`src/rtl/router_fsm_if.sv`:
```
// Control bundle between the router FSM and its surroundings (packet source, FIFOs, register stage).
// master = the FSM, which drives the strobes; slave = the environment, which supplies status.
interface router_fsm_if;
    logic       pkt_valid;
    logic [1:0] data_in;
    logic       fifo_full;
    logic       fifo_empty_0;
    logic       fifo_empty_1;
    logic       fifo_empty_2;
    logic       soft_reset_0;
    logic       soft_reset_1;
    logic       soft_reset_2;
    logic       parity_done;
    logic       low_packet_valid;
    logic       write_enb_reg;
    logic       detect_add;
    logic       lfd_state;
    logic       ld_state;
    logic       laf_state;
    logic       full_state;
    logic       rst_int_reg;
    logic       busy;

    modport master (
        input  pkt_valid, data_in, fifo_full,
        input  fifo_empty_0, fifo_empty_1, fifo_empty_2,
        input  soft_reset_0, soft_reset_1, soft_reset_2,
        input  parity_done, low_packet_valid,
        output write_enb_reg, detect_add, lfd_state, ld_state,
        output laf_state, full_state, rst_int_reg, busy
    );

    modport slave (
        output pkt_valid, data_in, fifo_full,
        output fifo_empty_0, fifo_empty_1, fifo_empty_2,
        output soft_reset_0, soft_reset_1, soft_reset_2,
        output parity_done, low_packet_valid,
        input  write_enb_reg, detect_add, lfd_state, ld_state,
        input  laf_state, full_state, rst_int_reg, busy
    );
endinterface

```
`src/rtl/router_fsm.sv`:
```
// Router control FSM: decodes the header address, then sequences header/payload/parity loads.
// Moore outputs, one state per cycle; busy holds the source off everywhere except DA and LD.
module router_fsm (
    input  logic          clock,
    input  logic          resetn,
    router_fsm_if.master  bus
);
    typedef enum logic [2:0] {
        DA  = 3'd0,
        LFD = 3'd1,
        LD  = 3'd2,
        FFS = 3'd3,
        LAF = 3'd4,
        LP  = 3'd5,
        CPE = 3'd6,
        WTE = 3'd7
    } state_t;

    state_t     r_state;
    state_t     w_next_state;
    logic [1:0] r_addr;
    logic [1:0] w_next_addr;
    logic       w_hdr_empty;
    logic       w_sel_empty;
    logic       w_sel_soft;

    // Per-port status muxes; address 3 is never stored, so it selects nothing.
    always_comb begin
        w_hdr_empty = 1'b0;
        w_sel_empty = 1'b0;
        w_sel_soft  = 1'b0;
        case (bus.data_in)
            2'd0:    w_hdr_empty = bus.fifo_empty_0;
            2'd1:    w_hdr_empty = bus.fifo_empty_1;
            2'd2:    w_hdr_empty = bus.fifo_empty_2;
            default: w_hdr_empty = 1'b0;
        endcase
        case (r_addr)
            2'd0:    begin w_sel_empty = bus.fifo_empty_0; w_sel_soft = bus.soft_reset_0; end
            2'd1:    begin w_sel_empty = bus.fifo_empty_1; w_sel_soft = bus.soft_reset_1; end
            2'd2:    begin w_sel_empty = bus.fifo_empty_2; w_sel_soft = bus.soft_reset_2; end
            default: begin w_sel_empty = 1'b0;             w_sel_soft = 1'b0;             end
        endcase
    end

    always_ff @(posedge clock or negedge resetn) begin
        if (!resetn) begin
            r_state <= DA;
            r_addr  <= 2'd0;
        end else begin
            r_state <= w_next_state;
            r_addr  <= w_next_addr;
        end
    end

    always_comb begin
        w_next_state = r_state;
        w_next_addr  = r_addr;
        case (r_state)
            DA: begin
                if (bus.pkt_valid && (bus.data_in != 2'd3)) begin
                    w_next_addr  = bus.data_in;
                    w_next_state = w_hdr_empty ? LFD : WTE;
                end
            end
            LFD: w_next_state = LD;
            LD: begin
                if (bus.fifo_full)       w_next_state = FFS;
                else if (!bus.pkt_valid) w_next_state = LP;
            end
            FFS: begin
                if (!bus.fifo_full) w_next_state = LAF;
            end
            LAF: begin
                if (bus.parity_done)           w_next_state = DA;
                else if (bus.low_packet_valid) w_next_state = LP;
                else                           w_next_state = LD;
            end
            LP:  w_next_state = CPE;
            CPE: w_next_state = bus.fifo_full ? FFS : DA;
            WTE: begin
                if (w_sel_empty) w_next_state = LFD;
            end
            default: w_next_state = DA;
        endcase
        // A timeout on the selected port abandons the packet from any busy state.
        if ((r_state != DA) && w_sel_soft) w_next_state = DA;
    end

    assign bus.detect_add    = (r_state == DA);
    assign bus.lfd_state     = (r_state == LFD);
    assign bus.ld_state      = (r_state == LD);
    assign bus.laf_state     = (r_state == LAF);
    assign bus.full_state    = (r_state == FFS);
    assign bus.rst_int_reg   = (r_state == CPE);
    assign bus.write_enb_reg = (r_state == LD) || (r_state == LP) || (r_state == LAF);
    assign bus.busy          = (r_state != DA) && (r_state != LD);
endmodule
```
`src/flat_wrapper.sv`:
```
// flat-port wrapper written by rule: the top's interface ports become plain ports
module router_fsm_flat 
  (clock, resetn, bus_pkt_valid, bus_data_in, bus_fifo_full, bus_fifo_empty_0, bus_fifo_empty_1, bus_fifo_empty_2, bus_soft_reset_0, bus_soft_reset_1, bus_soft_reset_2, bus_parity_done, bus_low_packet_valid, bus_write_enb_reg, bus_detect_add, bus_lfd_state, bus_ld_state, bus_laf_state, bus_full_state, bus_rst_int_reg, bus_busy);
  router_fsm_if bus_i ();
  input  logic clock;
  input  logic resetn;
  input wire logic [$bits(bus_i.pkt_valid)-1:0] bus_pkt_valid;
  input wire logic [$bits(bus_i.data_in)-1:0] bus_data_in;
  input wire logic [$bits(bus_i.fifo_full)-1:0] bus_fifo_full;
  input wire logic [$bits(bus_i.fifo_empty_0)-1:0] bus_fifo_empty_0;
  input wire logic [$bits(bus_i.fifo_empty_1)-1:0] bus_fifo_empty_1;
  input wire logic [$bits(bus_i.fifo_empty_2)-1:0] bus_fifo_empty_2;
  input wire logic [$bits(bus_i.soft_reset_0)-1:0] bus_soft_reset_0;
  input wire logic [$bits(bus_i.soft_reset_1)-1:0] bus_soft_reset_1;
  input wire logic [$bits(bus_i.soft_reset_2)-1:0] bus_soft_reset_2;
  input wire logic [$bits(bus_i.parity_done)-1:0] bus_parity_done;
  input wire logic [$bits(bus_i.low_packet_valid)-1:0] bus_low_packet_valid;
  output wire logic [$bits(bus_i.write_enb_reg)-1:0] bus_write_enb_reg;
  output wire logic [$bits(bus_i.detect_add)-1:0] bus_detect_add;
  output wire logic [$bits(bus_i.lfd_state)-1:0] bus_lfd_state;
  output wire logic [$bits(bus_i.ld_state)-1:0] bus_ld_state;
  output wire logic [$bits(bus_i.laf_state)-1:0] bus_laf_state;
  output wire logic [$bits(bus_i.full_state)-1:0] bus_full_state;
  output wire logic [$bits(bus_i.rst_int_reg)-1:0] bus_rst_int_reg;
  output wire logic [$bits(bus_i.busy)-1:0] bus_busy;
  assign bus_i.pkt_valid = bus_pkt_valid;
  assign bus_i.data_in = bus_data_in;
  assign bus_i.fifo_full = bus_fifo_full;
  assign bus_i.fifo_empty_0 = bus_fifo_empty_0;
  assign bus_i.fifo_empty_1 = bus_fifo_empty_1;
  assign bus_i.fifo_empty_2 = bus_fifo_empty_2;
  assign bus_i.soft_reset_0 = bus_soft_reset_0;
  assign bus_i.soft_reset_1 = bus_soft_reset_1;
  assign bus_i.soft_reset_2 = bus_soft_reset_2;
  assign bus_i.parity_done = bus_parity_done;
  assign bus_i.low_packet_valid = bus_low_packet_valid;
  assign bus_write_enb_reg = bus_i.write_enb_reg;
  assign bus_detect_add = bus_i.detect_add;
  assign bus_lfd_state = bus_i.lfd_state;
  assign bus_ld_state = bus_i.ld_state;
  assign bus_laf_state = bus_i.laf_state;
  assign bus_full_state = bus_i.full_state;
  assign bus_rst_int_reg = bus_i.rst_int_reg;
  assign bus_busy = bus_i.busy;
  router_fsm u_core (.clock(clock), .resetn(resetn), .bus(bus_i));
endmodule
```
`config.mk`:
```
export PLATFORM = sky130hd
export DESIGN_NAME = router_fsm_flat
export DESIGN_NICKNAME = d
export VERILOG_FILES = /design/src/rtl/router_fsm_if.sv /design/src/rtl/router_fsm.sv /design/src/flat_wrapper.sv
export SDC_FILE = /design/constraint.sdc
export NUM_CORES = 1
export LEC_CHECK = 0
export ABC_AREA = 1
export CORE_MARGIN = 2
export CORE_UTILIZATION = 43
export DETAILED_ROUTE_END_ITERATION = 10
export GPL_TIMING_DRIVEN = 0
export PLACE_DENSITY_LB_ADDON = 0.2
export SYNTH_ARGS = -nofsm -noshare
export SYNTH_HDL_FRONTEND = slang
export SYNTH_SLANG_ARGS = --single-unit
```
`constraint.sdc`:
```
create_clock -name clock -period 1.43 [get_ports clock]
set_input_delay 0.286 -clock clock [delete_from_list [all_inputs] [get_ports clock]]
set_output_delay 0.286 -clock clock [all_outputs]
set_load 0.02 [all_outputs]
```
==> summary.md <==
| Metric | Value |
|---|---|
| Outcome | `complete, but fails checks` |
| Violated checks | `setup timing` |
| Detailed-route wire length per cell | `11.9 um` |
| Post-layout instance area | `993 um2` |
| Yosys top cell area share | `20.6%` |
| Crit-path max FO | `5` |
| Worst Path Buf+Inv | `2` |
| Cell chain of the critical path | `buf_6, nor3_1, buf_2` |
| Overall Power | `2280 uW` |
| EDFF count, synth | `0` |
| Number of design-rule violations left by the first detailed-router iteration | `10` |
| Layout Cells excl Fill | `147` |
| Layout cell share with drive strength beyond 1 | `36.4%` |
| Post-synthesis net count | `111` |
| Total Die Area | `1730 um2` |
| Leading cell types by total area after synthesis | `dfrtp_1, nand2_1, inv_1` |
| Final setup skew | `0.00502 ns` |
| Fin crit share | `101%` |
| Post-route ant nets | `0` |
| Overall global routing resource usage | `19.5%` |
| FMAX | `691 MHz` |
| Final worst setup slack | `-0.0169 ns` |
| Crit-path leading delay family | `flip-flops` |
| Multi-input gate area | `425 um2` |
| Ys Warns | `0` |
| Net Switching | `1150 uW` |
| Final-report setup violation count | `2` |
| Die span in x | `41.6 um` |
| Sink Count | `5` |
| Share of total power in sequential cells | `11.7%` |
| Met3 layer wire length in the routed design | `78 um` |
| Switching power share of the total | `50.4%` |
| Most instantiated library cell after synthesis | `nand2_1` |
| Path type of the worst setup path | `reg2out` |
| Total Wirelength | `1750 um` |
| Top layer reached by signal wires | `met4` |
| Buffer cell driving the clock tree root | `clkbuf_4` |
| Met2 layer wire length in the routed design | `1000 um` |
| Number of buffers inserted by port buffering | `21` |
| Antenna violations before repair | `0` |
| Clock insertion delay at the later pin of the skew report | `0.25 ns` |
| Clock-pin slew on the worst setup and hold paths | `0.05 ns` |
| Number of buffers inserted during clock tree synthesis | `3` |
| #FFs+latches synth | `5` |
| Placed standard-cell area | `836 um2` |
| Count of pins on the block boundary | `22` |
| Placed wire-length estimate after detailed placement | `1170 um` |
| Number of remaining DRC errors | `0` |
| Slew Limit Fails | `0` |
| Classification of the worst-slack hold path | `in2async` |
| Crit path time final | `1.45 ns` |
| Required time of the critical path | `1.14 ns` |
| DR pass1 iterations | `4` |
| Sequential area share after synthesis | `20.6%` |
| Bufs on Longest Clock Path | `2` |
| Setup repair after global routing missed its margin | `true` |
| Area Growth Syn to Fin | `63.7%` |
| Final Wtd Congestion | `0.812` |
| Power per cell area | `2300 nW/um2` |
| R2r startpoint | `u_core.r_state[0]` |
| Cells after synthesis | `97` |
| Hold buffer count at CTS | `0` |
| Total Nets Final | `147` |
| Hold Violations, Final | `0` |
| Pin count of the biggest net entering global routing | `10` |
| Setup slack after placement | `-0.258 ns` |
| Clock tree from TritonCTS | `built` |
| Number of vias in the routed layout | `755` |
| Share of total power in the clock network | `7.5%` |
| Relative contribution of combinational cells to total power | `80.8%` |
| Total routed wire length on the met1 layer | `615 um` |
| Die Y-Extent | `41.6 um` |
| Relative slew slack | `84.1%` |
| Commonest cells post-synth | `nand2_1, inv_1, nor2_1` |
| Cell area after synthesis | `607 um2` |
| Number of H-tree levels | `1` |
| Internal power | `1130 uW` |
| Post-route core utilization | `75.4%` |
| Worst supply voltage drop on vdd | `1.21 mV` |
| Global route overflow | `0` |
| Area of the core | `1320 um2` |
| Post-Synthesis Mean Instance Area | `6.26 um2` |
| Worst Path Arrival | `1.16 ns` |
| Async SR Flop Fraction | `100%` |
| Global-route wire length before repair | `2680 um` |
| Starting density of the core | `46.1%` |
| ANT cells | `0` |
| Type of element launching the critical path | `flop` |
| First element of the critical path | `u_core.r_state[2]` |
| Static leakage power | `0.000556 uW` |
| Largest stage delay, worst path | `0.40 ns` |
| Detail-routed via count per cell | `5.14` |
| Count of different cell masters after synthesis | `20` |
| Commonest register cell after synthesis | `dfrtp_1` |
| Total instance count after detailed placement | `133` |
| FP Rows | `13` |
| Fill count | `105` |
| Total area of sequential cells | `125 um2` |
| Worst Tran Pin Value | `0.237 ns` |
| Cell accounting for the most synthesized area | `dfrtp_1` |
| Worst Setup End Kind | `output pin` |
| Max-cap violations | `0` |
| Worst-path cell with the longest stage delay | `dfrtp_1` |
| Vias in the first global route | `654` |
## power by group through the flow
stage	Sequential, uW	Clock, uW	Combinational (uW)
2_1_floorplan	250	0	1030
3_3_place_gp	259	0	1400
3_5_place_dp	260	0	1430
4_1_cts	259	174	1530
5_1_grt	275	188	2000
6_report	267	172	1840
## kinds of logic after synthesis
family	Yosys count	share of synthesized area (%)
AO/OA/AOI/OAI	8	9.28
buffers and inverters	22	17.1
flip-flops	5	20.6
AND/OR/NAND/NOR	62	53.0
## sequential cells by signal (all words and copies together), names as in the netlist
register        cells
u_core.r_addr       2
u_core.r_state      3
## layer usage
layer | track usage (%) | vias up
met5 | 0 | -
met4 | 7.74 | 0
met3 | 4.78 | 7
met2 | 37.5 | 27
met1 | 19.7 | 347
li1 | - | 374
## final timing paths
path / cells after the start / endpoint / slack [ns]
min in group clock: 3 / u_core.r_state[0] / 0.64
max: 3 / bus_lfd_state / -0.02
min: 1 / u_core.r_addr[0] / 0.25
max in group asynchronous: 1 / u_core.r_state[0] / 0.99
min reg2reg: 3 / u_core.r_state[0] / 0.64
max reg2reg: 8 / u_core.r_state[0] / 0.04
## cell type report
cell class / count / area share [%]
clock inverter: 1 / 0.504
multi-input combinational: 70 / 42.8
sequential: 5 / 12.6
inverter: 19 / 8.44
buffer: 3 / 3.40
tap: 15 / 1.89
timing repair buffer: 31 / 28.1
clock buffer: 3 / 2.27
## layout by cell type (no fill, tap or decap)
cell	synthesis	final
o21ai_2	0	2
nor3b_1	1	1
inv_2	4	3
clkdlybuf4s50_1	0	13
nand2_4	3	5
buf_4	1	11
nand3_4	0	1
nand4_1	2	2
o21bai_1	1	1
buf_6	2	8
nor2_8	1	1
nand3_2	4	3
inv_1	14	13
inv_6	0	2
nor3_1	1	1
nor2_4	0	2
nand2_2	1	1
inv_4	1	1
clkbuf_4	0	3
dfrtp_1	5	5
clkinv_2	0	1
nand2_1	27	25
nor2_2	0	1
o21ai_0	4	3
o21ai_1	2	1
a21boi_4	1	1
buf_2	0	2
nor2_1	12	9
nand3_1	10	10
## repair_timing
item | 4_1_cts | 5_1_grt
setup endpoints to repair | 8 | 10
buffers inserted | 5 | 4
pin swaps | 1 | 5
gates cloned | 0 | 1
gates resized for setup | 46 | 19
## per-stage QoR
| step | setup TNS [ns] | hold WS [ns] |
|---|---|---|
| floorplan | 0 | -0.00959 |
| global placement | -1.58 | 0.510 |
| detailed placement | -1.83 | 0.522 |
| CTS | 0 | 0.251 |
| global route | -0.287 | 0.262 |
| finish | -0.0259 | 0.248 |
(Power assumes the default switching activity.)
